--- src/rtl/spi_pkg.sv ---
// Shared SPI master definitions: state encoding, frame width, default timing.
package spi_pkg;
  localparam int SPI_BITS    = 8;
  localparam int CLK_DIV_DEF = 32;
  localparam int CS_GAP_DEF  = 2;

  typedef enum logic [2:0] {
    IDLE,
    SETUP,
    SCK_LO,
    SCK_HI,
    HOLD,
    GAP
  } state_t;

  // Latched transfer request; data doubles as the tx shift register.
  typedef struct packed {
    logic                keep;
    logic [SPI_BITS-1:0] data;
  } spi_req_t;
endpackage

--- src/rtl/spi_master_tx_if.sv ---
// Host handshake plus SPI pins of spi_master_tx.
// Optional SPI_RXCHECK_EN adds expect_data / rx_err.
interface spi_master_tx_if;
  import spi_pkg::*;

  logic                start;
  logic                keep_ssel;
  logic [SPI_BITS-1:0] byte_data_send;
  logic                ready;
  logic                busy;
  logic                done;
  logic [SPI_BITS-1:0] byte_data_received;
  logic                SCK;
  logic                SSEL;
  logic                MOSI;
  logic                MISO;
`ifdef SPI_RXCHECK_EN
  logic [SPI_BITS-1:0] expect_data;
  logic                rx_err;
`endif

  modport master (
    input  start, keep_ssel, byte_data_send, MISO,
`ifdef SPI_RXCHECK_EN
    input  expect_data,
    output rx_err,
`endif
    output ready, busy, done, byte_data_received, SCK, SSEL, MOSI
  );

  modport slave (
    output start, keep_ssel, byte_data_send, MISO,
`ifdef SPI_RXCHECK_EN
    output expect_data,
    input  rx_err,
`endif
    input  ready, busy, done, byte_data_received, SCK, SSEL, MOSI
  );
endinterface

--- src/rtl/spi_clk_div.sv ---
// Half-period timer: free-runs while enabled, tick on the last cycle of each half-period.
module spi_clk_div #(
  parameter int CLK_DIV = 32
) (
  input  logic clk,
  input  logic rst_l,
  input  logic en,
  output logic tick,
  output logic first
);
  localparam logic [7:0] TC = 8'(CLK_DIV - 1);

  logic [7:0] cnt;

  // Held at zero while disabled so every active state starts a fresh half-period.
  always_ff @(posedge clk or negedge rst_l) begin
    if (!rst_l)                cnt <= 8'd0;
    else if (!en || cnt == TC) cnt <= 8'd0;
    else                       cnt <= cnt + 8'd1;
  end

  assign tick  = en && (cnt == TC);
  assign first = en && (cnt == 8'd0);
endmodule

--- src/rtl/spi_master_tx.sv ---
// SPI mode-0 byte master with optional SSEL hold between bytes.
// Define SPI_RXCHECK_EN to add the received-byte comparator and sticky rx_err.
module spi_master_tx
  import spi_pkg::*;
#(
  parameter int CLK_DIV = CLK_DIV_DEF,
  parameter int CS_GAP  = CS_GAP_DEF
) (
  input  logic            clk,
  input  logic            rst_l,
  spi_master_tx_if.master bus
);
  localparam logic [3:0] GAP_TC  = 4'(CS_GAP - 1);
  localparam logic [2:0] LAST_BIT = 3'(SPI_BITS - 1);

  state_t              state, state_d;
  spi_req_t            req_q;
  logic [SPI_BITS-1:0] rx_sr, rx_q;
  logic [2:0]          bit_cnt;
  logic [3:0]          gap_cnt;
  logic                miso_q, sck_q, ssel_q, mosi_q, done_q;
  logic                tick, first, div_en, ready_w;
  logic                load, shift, finish;

  assign div_en  = (state == SETUP) || (state == SCK_LO) ||
                   (state == SCK_HI) || (state == GAP);
  // The done cycle already sits in HOLD/GAP; masking it keeps that cycle non-ready.
  assign ready_w = ((state == IDLE) || (state == HOLD)) && !done_q;

  spi_clk_div #(.CLK_DIV(CLK_DIV)) u_div (
    .clk   (clk),
    .rst_l (rst_l),
    .en    (div_en),
    .tick  (tick),
    .first (first)
  );

  always_ff @(posedge clk or negedge rst_l) begin
    if (!rst_l) state <= IDLE;
    else        state <= state_d;
  end

  always_comb begin
    state_d = state;
    load    = 1'b0;
    shift   = 1'b0;
    finish  = 1'b0;
    case (state)
      IDLE, HOLD: if (bus.start && ready_w) begin
        load    = 1'b1;
        state_d = SETUP;
      end
      SETUP, SCK_LO: if (tick) state_d = SCK_HI;
      SCK_HI: if (tick) begin
        if (bit_cnt == LAST_BIT) begin
          finish  = 1'b1;
          state_d = req_q.keep ? HOLD : GAP;
        end else begin
          shift   = 1'b1;
          state_d = SCK_LO;
        end
      end
      GAP: if (tick && gap_cnt == GAP_TC) state_d = IDLE;
      default: state_d = IDLE;
    endcase
  end

  always_ff @(posedge clk or negedge rst_l) begin
    if (!rst_l) begin
      req_q   <= '0;
      rx_sr   <= '0;
      rx_q    <= '0;
      bit_cnt <= 3'd0;
      gap_cnt <= 4'd0;
      miso_q  <= 1'b0;
      sck_q   <= 1'b0;
      ssel_q  <= 1'b1;
      mosi_q  <= 1'b0;
      done_q  <= 1'b0;
    end else begin
      miso_q <= bus.MISO;
      done_q <= finish;
      sck_q  <= (state_d == SCK_HI);
      if (load) begin
        req_q   <= '{keep: bus.keep_ssel, data: bus.byte_data_send};
        mosi_q  <= bus.byte_data_send[SPI_BITS-1];
        ssel_q  <= 1'b0;
        bit_cnt <= 3'd0;
      end else if (shift) begin
        req_q.data <= {req_q.data[SPI_BITS-2:0], 1'b0};
        mosi_q     <= req_q.data[SPI_BITS-2];
        bit_cnt    <= bit_cnt + 3'd1;
      end else if (finish) begin
        rx_q <= rx_sr;
        if (!req_q.keep) begin
          ssel_q <= 1'b1;
          mosi_q <= 1'b0;
        end
      end
      if (state == SCK_HI && first) rx_sr <= {rx_sr[SPI_BITS-2:0], miso_q};
      if (state != GAP) gap_cnt <= 4'd0;
      else if (tick)    gap_cnt <= gap_cnt + 4'd1;
    end
  end

`ifdef SPI_RXCHECK_EN
  logic [SPI_BITS-1:0] expect_q;
  logic                rx_err_q;

  always_ff @(posedge clk or negedge rst_l) begin
    if (!rst_l) begin
      expect_q <= '0;
      rx_err_q <= 1'b0;
    end else begin
      if (load) expect_q <= bus.expect_data;
      if (finish && rx_sr != expect_q) rx_err_q <= 1'b1;
    end
  end

  assign bus.rx_err = rx_err_q;
`endif

  assign bus.ready              = ready_w;
  assign bus.busy               = (state != IDLE);
  assign bus.done               = done_q;
  assign bus.byte_data_received = rx_q;
  assign bus.SCK                = sck_q;
  assign bus.SSEL               = ssel_q;
  assign bus.MOSI               = mosi_q;
endmodule

--- src/flat_wrapper.sv ---
// flat-port wrapper written by rule: the top's interface ports become plain ports
module spi_master_tx_flat import spi_pkg::*;
#(
  parameter int CLK_DIV = CLK_DIV_DEF,
  parameter int CS_GAP  = CS_GAP_DEF
)
  (clk, rst_l, bus_start, bus_keep_ssel, bus_byte_data_send, bus_MISO, bus_ready, bus_busy, bus_done, bus_byte_data_received, bus_SCK, bus_SSEL, bus_MOSI);
  spi_master_tx_if bus_i ();
  input  logic clk;
  input  logic rst_l;
  input wire logic [$bits(bus_i.start)-1:0] bus_start;
  input wire logic [$bits(bus_i.keep_ssel)-1:0] bus_keep_ssel;
  input wire logic [$bits(bus_i.byte_data_send)-1:0] bus_byte_data_send;
  input wire logic [$bits(bus_i.MISO)-1:0] bus_MISO;
  output wire logic [$bits(bus_i.ready)-1:0] bus_ready;
  output wire logic [$bits(bus_i.busy)-1:0] bus_busy;
  output wire logic [$bits(bus_i.done)-1:0] bus_done;
  output wire logic [$bits(bus_i.byte_data_received)-1:0] bus_byte_data_received;
  output wire logic [$bits(bus_i.SCK)-1:0] bus_SCK;
  output wire logic [$bits(bus_i.SSEL)-1:0] bus_SSEL;
  output wire logic [$bits(bus_i.MOSI)-1:0] bus_MOSI;
  assign bus_i.start = bus_start;
  assign bus_i.keep_ssel = bus_keep_ssel;
  assign bus_i.byte_data_send = bus_byte_data_send;
  assign bus_i.MISO = bus_MISO;
  assign bus_ready = bus_i.ready;
  assign bus_busy = bus_i.busy;
  assign bus_done = bus_i.done;
  assign bus_byte_data_received = bus_i.byte_data_received;
  assign bus_SCK = bus_i.SCK;
  assign bus_SSEL = bus_i.SSEL;
  assign bus_MOSI = bus_i.MOSI;
  spi_master_tx #(.CLK_DIV(CLK_DIV), .CS_GAP(CS_GAP)) u_core (.clk(clk), .rst_l(rst_l), .bus(bus_i));
endmodule
--- config.mk ---
export PLATFORM = sky130hd
export DESIGN_NAME = spi_master_tx_flat
export DESIGN_NICKNAME = d
export VERILOG_FILES = /design/src/rtl/spi_pkg.sv /design/src/rtl/spi_master_tx_if.sv /design/src/rtl/spi_clk_div.sv /design/src/rtl/spi_master_tx.sv /design/src/flat_wrapper.sv
export SDC_FILE = /design/constraint.sdc
export NUM_CORES = 1
export LEC_CHECK = 0
export CAP_MARGIN = 20
export CORE_MARGIN = 10
export CORE_UTILIZATION = 58
export DETAILED_ROUTE_END_ITERATION = 16
export PLACE_DENSITY = 0.9
export SKIP_CTS_REPAIR_TIMING = 1
export SLEW_MARGIN = 20
export SYNTH_ARGS = -nofsm -noshare
export SYNTH_HDL_FRONTEND = slang
export SYNTH_SLANG_ARGS = --single-unit
export TNS_END_PERCENT = 100
--- constraint.sdc ---
create_clock -name clk -period 5.2 [get_ports clk]
set_input_delay 1.56 -clock clk [delete_from_list [all_inputs] [get_ports clk]]
set_output_delay 1.56 -clock clk [all_outputs]
set_load 0.02 [all_outputs]
After elaboration in Yosys (flattened, before gate mapping)
Cells that the tools add are included.
{"block": "word_totals", "regBits": 47, "inputBits": 13, "elab_cells": 86}
{"block": "op_classes", "addsub": 3, "eq_ne": 13, "muxes": 30, "n_bitwise": 2, "n_reduce_logical": 25}
{"operator": "two-way mux 3 bit", "n": 7}
{"operator": "two-way mux 1 bit", "n": 17}
{"operator": "two-way mux 7 bit", "n": 2}
{"operator": "case mux 3 bit (4 select lines)", "n": 1}
{"operator": "equality test 3 x 2 -> 1 bit, second input constant", "n": 3}
{"operator": "equality test 3 bit, second input constant", "n": 3}
{"operator": "adder 8 x 1 -> 8 bit, second input constant", "n": 1}
{"operator": "equality test 8 x 5 -> 1 bit, second input constant", "n": 1}
{"operator": "logical NOT 8 bit", "n": 1}
{"operator": "two-way mux 4 bit", "n": 2}
{"operator": "two-way mux 8 bit", "n": 1}
{"operator": "logical AND 1 bit", "n": 6}
{"operator": "!= test 3 bit, second input constant", "n": 2}
{"operator": "AND reduction 3 bit", "n": 2}
{"operator": "nonzero test 2 bit", "n": 3}
{"operator": "nonzero test 3 bit", "n": 2}
{"operator": "logical OR 1 bit", "n": 5}
{"operator": "adder 4 x 1 -> 4 bit, second input constant", "n": 1}
{"operator": "equality test 4 x 1 -> 1 bit, second input constant", "n": 1}
{"operator": "OR reduction 2 bit", "n": 2}
{"operator": "adder 3 x 1 -> 3 bit, second input constant", "n": 1}
{"operator": "equality test 3 x 1 -> 1 bit, second input constant", "n": 1}
{"operator": "logical NOT 3 bit", "n": 1}
{"operator": "logical NOT 1 bit", "n": 2}
{"operator": "4 further kinds", "n": 5}

Longest topological paths before layout
{"block": "depth", "word_depth": 10, "ltp_mapped": 7, "depth_no_buf": 6}

Modules after synthesis
A second synthesis with hierarchy kept.
{"block": "unflattened", "cells_unflattened": 181, "hier_area_um2": 2165.8}
{"module": "spi_master_tx", "n_inst": 1, "cells_each": 138, "area_each_um2": 1747.9, "seq_area_each_um2": 977.2}
{"module": "spi_clk_div", "n_inst": 1, "cells_each": 43, "area_each_um2": 417.9, "seq_area_each_um2": 200.2}

Least setup slack after synthesis
Ideal clock, no wire load.
{"block": "synth_path", "path_type": "reg2out", "start": "reg u_core.done_q, in the netlist u_core.bus.done", "end": "out bus_ready", "t_arrival_ns": 1.048, "path_slack_ns": 2.592, "stages_incl_launch_ff": 2, "path_buffers": 0, "cell_sequence": "dfrtp_1 -> nor3_1"}
{"block": "synth_between", "elab_chain_cells": 2}
{"element": "start, declared", "line_no": "spi_master_tx.sv:21", "rtl": "logic miso_q, sck_q, ssel_q, mosi_q, done_q;"}
{"element": "start signal, assigned", "line_no": "spi_master_tx.sv:82", "rtl": "done_q <= finish;"}
{"element": "logical NOT 1 bit", "line_no": "spi_master_tx.sv:28", "rtl": "assign ready_w = ((state == IDLE) || (state == HOLD)) && !done_q;"}
{"element": "logical AND 1 bit", "line_no": "spi_master_tx.sv:28"}
{"element": "end, declared", "line_no": "flat_wrapper.sv:15", "rtl": "output wire logic [$bits(bus_i.ready)-1:0] bus_ready;"}
Every way passes these cells.

Final worst setup path
{"block": "layout_path", "start": "reg u_core.state[1]", "end": "out bus_ready"}
{"block": "layout_between", "elab_chain_cells": 3, "word_cells_on_any_way": 4, "cone_classes": "1 x eq/ne; 3 x reduce/logical"}
{"element": "start, declared", "line_no": "spi_master_tx.sv:16", "rtl": "state_t state, state_d;"}
{"element": "start signal, assigned", "line_no": "spi_master_tx.sv:40", "rtl": "else state <= state_d;"}
{"element": "equality test 3 bit or logical NOT 3 bit (tied branches)", "line_no": "spi_master_tx.sv:28"}
{"element": "logical OR 1 bit (*)", "line_no": "spi_master_tx.sv:28"}
{"element": "logical AND 1 bit (*)", "line_no": "spi_master_tx.sv:28"}
Every way passes the cells marked *; elsewhere a longest branch is shown, timed or not.

==> impl_metrics.prom <==
# TYPE chip_impl_metric gauge
chip_impl_info{name="outcome",value="finished, final reports clean"} 1
chip_impl_metric{name="max-slew-margin-rel",unit="%"} 60.9
chip_impl_metric{name="detail_route.vias_per_cell",unit=""} 5.76
chip_impl_metric{name="die_area",unit="sq mm"} 0.00646
chip_impl_metric{name="mappedNetlistArea",unit="sq mm"} 0.00211
chip_impl_metric{name="post_synthesis_cell_type_count",unit=""} 37
chip_impl_metric{name="max_freq",unit="GHz"} 0.297
chip_impl_metric{name="final.setup.tns",unit="ns"} 0
chip_impl_metric{name="synth_async_sr_flop_share",unit="%"} 100
chip_impl_info{name="setup.worst_path.start",value="u_core.state[1]"} 1
chip_impl_metric{name="cts_made_buffers",unit=""} 5
chip_impl_metric{name="antenna_cells_inserted",unit=""} 0
chip_impl_metric{name="place.gp.congestion",unit=""} 0.808
chip_impl_metric{name="drive_gt1_share",unit="%"} 14.8
chip_impl_metric{name="synth.yosys.warnings",unit=""} 0
chip_impl_metric{name="remaining_drc_errors",unit=""} 0
chip_impl_metric{name="tightest_slew",unit="ns"} 0.582
chip_impl_metric{name="grt_usage",unit="%"} 14.2
chip_impl_metric{name="synth-edff-count",unit=""} 0
chip_impl_info{name="prevailing_post_synth_register_cell",value="dfrtp_1"} 1
chip_impl_metric{name="grt_use_met2",unit="%"} 25.4
chip_impl_info{name="grt.busiest_layer",value="met2"} 1
chip_impl_metric{name="synthesized_area_fraction_occupied_by_adder_cells",unit="%"} 3.55
chip_impl_info{name="synth.top_cells.by_count",value="dfrtp_1, mux2_2, nor2_1"} 1
chip_impl_metric{name="layout_overhead_on_the_synthesized_area",unit="%"} 17.6
chip_impl_metric{name="cts-htree-levels",unit=""} 2
chip_impl_metric{name="final_min_period_over_clock_period",unit="%"} 64.8
chip_impl_metric{name="drt-total-wl",unit="microns"} 4400
chip_impl_metric{name="placedInstanceArea",unit="sq mm"} 0.00240
chip_impl_metric{name="net_count_after_synthesis",unit=""} 200
chip_impl_metric{name="clock_insertion_delay_worst_skew",unit="ns"} 0.35
chip_impl_metric{name="floorplan.initialDensity",unit="%"} 61.9
chip_impl_metric{name="path_max_fanout",unit=""} 6
chip_impl_metric{name="min_period",unit="ns"} 3.37
chip_impl_metric{name="boundaryPins",unit=""} 27
chip_impl_metric{name="port-buffer-count",unit=""} 26
chip_impl_metric{name="layout.nets",unit=""} 228
chip_impl_metric{name="core_region_area",unit="sq mm"} 0.00342
chip_impl_metric{name="cap_viol_max_count",unit=""} 0
chip_impl_metric{name="synth.ff_latch_count",unit=""} 47
chip_impl_info{name="most_common_cell_in_the_netlist",value="dfrtp_1"} 1
chip_impl_metric{name="yosysSeqAreaShare",unit="%"} 55.7
chip_impl_info{name="worst_hold_startpoint",value="u_core.miso_q"} 1
chip_impl_metric{name="initialDrtViolationCount",unit=""} 95
chip_impl_metric{name="num_rows",unit=""} 21
chip_impl_metric{name="wire_length_of_the_first_global_routing_pass",unit="microns"} 7360
chip_impl_metric{name="share_of_the_synthesized_netlist_area_taken_by_xor_and_xnor_gates",unit="%"} 3.73
chip_impl_metric{name="tritoncts_num_sinks",unit=""} 47
chip_impl_metric{name="synth.area.mux_share",unit="%"} 9.53
chip_impl_metric{name="dp_hpwl",unit="microns"} 3190
chip_impl_metric{name="postRouteAntennaNets",unit=""} 0
chip_impl_info{name="cp_launch_type",value="flop"} 1
chip_impl_metric{name="synth.avg_cell_area",unit="sq um"} 11.7
chip_impl_metric{name="postLayoutCellArea",unit="sq mm"} 0.00248
chip_impl_metric{name="detailed_routing_iterations_pass_1",unit=""} 4
chip_impl_info{name="root_driver",value="clkbuf_4"} 1
chip_impl_metric{name="synthCells",unit=""} 181
chip_impl_info{name="ys_top_cells_by_area",value="dfrtp_1, mux2_2, ha_1"} 1
chip_impl_metric{name="antenna_violations_before_repair",unit=""} 0
chip_impl_metric{name="p_per_area",unit="mW/mm^2"} 246
chip_impl_metric{name="synth_compound_area_share",unit="%"} 8.35
chip_impl_info{name="tritoncts",value="built"} 1
chip_impl_metric{name="largest_net_degree_at_the_start_of_global_routing",unit=""} 48
chip_impl_metric{name="worst_clock_skew",unit="ns"} 0.0177
chip_impl_metric{name="num_vias",unit=""} 1474
chip_impl_metric{name="critPathArrivalTime",unit="ns"} 1.81
chip_impl_metric{name="fp.dieH",unit="microns"} 80.4
chip_impl_info{name="grt_setup_unrepaired",value="no"} 1
chip_impl_info{name="setup.worst_path.end_class",value="primary output"} 1
chip_impl_metric{name="route.detailed.wl_per_inst",unit="microns"} 17.2
chip_impl_info{name="min_path_type",value="flop to flop"} 1
chip_impl_metric{name="setup_viol",unit=""} 0
chip_impl_info{name="crit_type",value="flop to primary output"} 1
chip_impl_info{name="synth_top_family_by_area",value="simple AND/OR/NAND/NOR gates"} 1
chip_impl_metric{name="synth_simple_gate_area_share",unit="%"} 15.9
chip_impl_metric{name="clk_pin_slew_worst_paths",unit="ns"} 0.14
chip_impl_info{name="synthDominantAreaCellType",value="dfrtp_1"} 1
chip_impl_metric{name="grt.met3_usage",unit="%"} 4.34
chip_impl_metric{name="grt_util_met1",unit="%"} 15.8
chip_impl_metric{name="grt_pass1_vias",unit=""} 1614
chip_impl_metric{name="fillCellCount",unit=""} 235
chip_impl_metric{name="die_width",unit="microns"} 80.4
chip_impl_metric{name="clock_tree.buffer_depth",unit=""} 2
chip_impl_metric{name="synth_top_cell_area_share",unit="%"} 54.5
chip_impl_metric{name="final-max-slew-violation-count",unit=""} 0
chip_impl_metric{name="final-hold-violation-count",unit=""} 0
chip_impl_metric{name="irDropWorstVdd",unit="V"} 0.000163
chip_impl_metric{name="critical_path_required_time",unit="ns"} 3.64
chip_impl_metric{name="grt-ovfl-total",unit=""} 0
chip_impl_info{name="critical_path.reg2reg.startpoint",value="u_core.u_div.cnt[0]"} 1
chip_impl_metric{name="power.static_leakage",unit="nW"} 1.14
-- placed cells by master (no fill, tap or decap), types with 2 or more instances in the layout --
cell type and n:
nor2_1 17, o22a_1 5, nand4_1 2, dfrtp_1 46, a21oi_1 4, ha_1 6, xnor2_1 5, nand4_4 2
o21ai_0 4, o21a_1 6, nand2_1 14, mux2_2 17, nor3_1 4, or3_1 2, inv_1 10, clkdlybuf4s50_1 25
nand3_1 12, clkbuf_4 5, xor2_1 4
-- kinds of logic (layout without fill, tap and decap cells) --
| kind of cell | count (synthesis) | after routing |
|---|---|---|
| and+or+nand+nor | 61 | 61 |
| DFF | 47 | 47 |
| AOI/OAI and AO/OA | 25 | 25 |
| muxes | 18 | 18 |
| buffers and inverters | 15 | 44 |
| xor gates and xnor gates | 9 | 9 |
| adders and majority gates | 6 | 6 |
-- path summary, 6_finish.rpt --
path,to,slack (ns),depth (start not counted)
setup / recovery,bus_ready,1.83,2
hold / removal,u_core.rx_sr[0],0.49,1
setup reg to reg,u_core.bus.MOSI,3.12,5
hold reg to reg,u_core.rx_sr[0],0.49,1
max in group asynchronous,u_core.bus.SSEL,3.61,1
min in group asynchronous,u_core.u_div.cnt[6],1.18,1
-- critical path, cell delays in order, from the launching register on --
cell             delay (ns)
dfrtp_1                0.46
nor3_1                 0.32
clkdlybuf4s50_1        0.68
-- where the power goes --
group          switching [mW]  leakage [nW]  internal (mW)
registers            0.000337         0.598          0.366
logic                 0.00823         0.496        0.00801
clock network           0.115        0.0482          0.114
-- metrics by stage --
step | std cells | worst slack (ns) | hold WS, ns | power, mW | utilization (%)
4_1_cts | 256 | 1.83 | 0.499 | 0.613 | 72.7
3_3_place_gp | 248 | 2.26 | 0.467 | 0.389 | 70.1
5_1_grt | 256 | 1.76 | 0.520 | 0.631 | 72.7
3_5_place_dp | 248 | 2.23 | 0.471 | 0.390 | 70.1
2_1_floorplan | 181 | 2.59 | 0.456 | 0.374 | -
6_report | 256 | 1.83 | 0.495 | 0.611 | 72.7
-- flip-flops by register name, indices dropped and copies added (netlist names) --
name                           count
u_core.req_q                       8
u_core.bit_cnt                     3
u_core.bus.SCK                     1
u_core.u_div.cnt                   8
u_core.state                       3
u_core.bus.SSEL                    1
u_core.bus.byte_data_received      8
u_core.rx_sr                       8
u_core.gap_cnt                     4
u_core.bus.MOSI                    1
u_core.bus.done                    1
u_core.miso_q                      1
-- final cells by class --
class | instances | area (sq um) | share of cell area, %
Sequential cell | 47 | 1180 | 47.4
Multi-Input combinational cell | 119 | 868 | 34.9
Timing Repair Buffer | 26 | 258 | 10.4
Tap cell | 46 | 57.6 | 2.32
Clock buffer | 6 | 51.3 | 2.06
Inverter | 10 | 37.5 | 1.51
Clock inverter | 2 | 35.0 | 1.41
-- routing by layer --
metal | share of wire, % | wire [microns]
met2 | 53 | 2340
met3 | 5.8 | 254
met1 | 40 | 1760
met4 | 1.0 | 46
met5 | 0 | 0
Power figures use the tool's default switching activity.
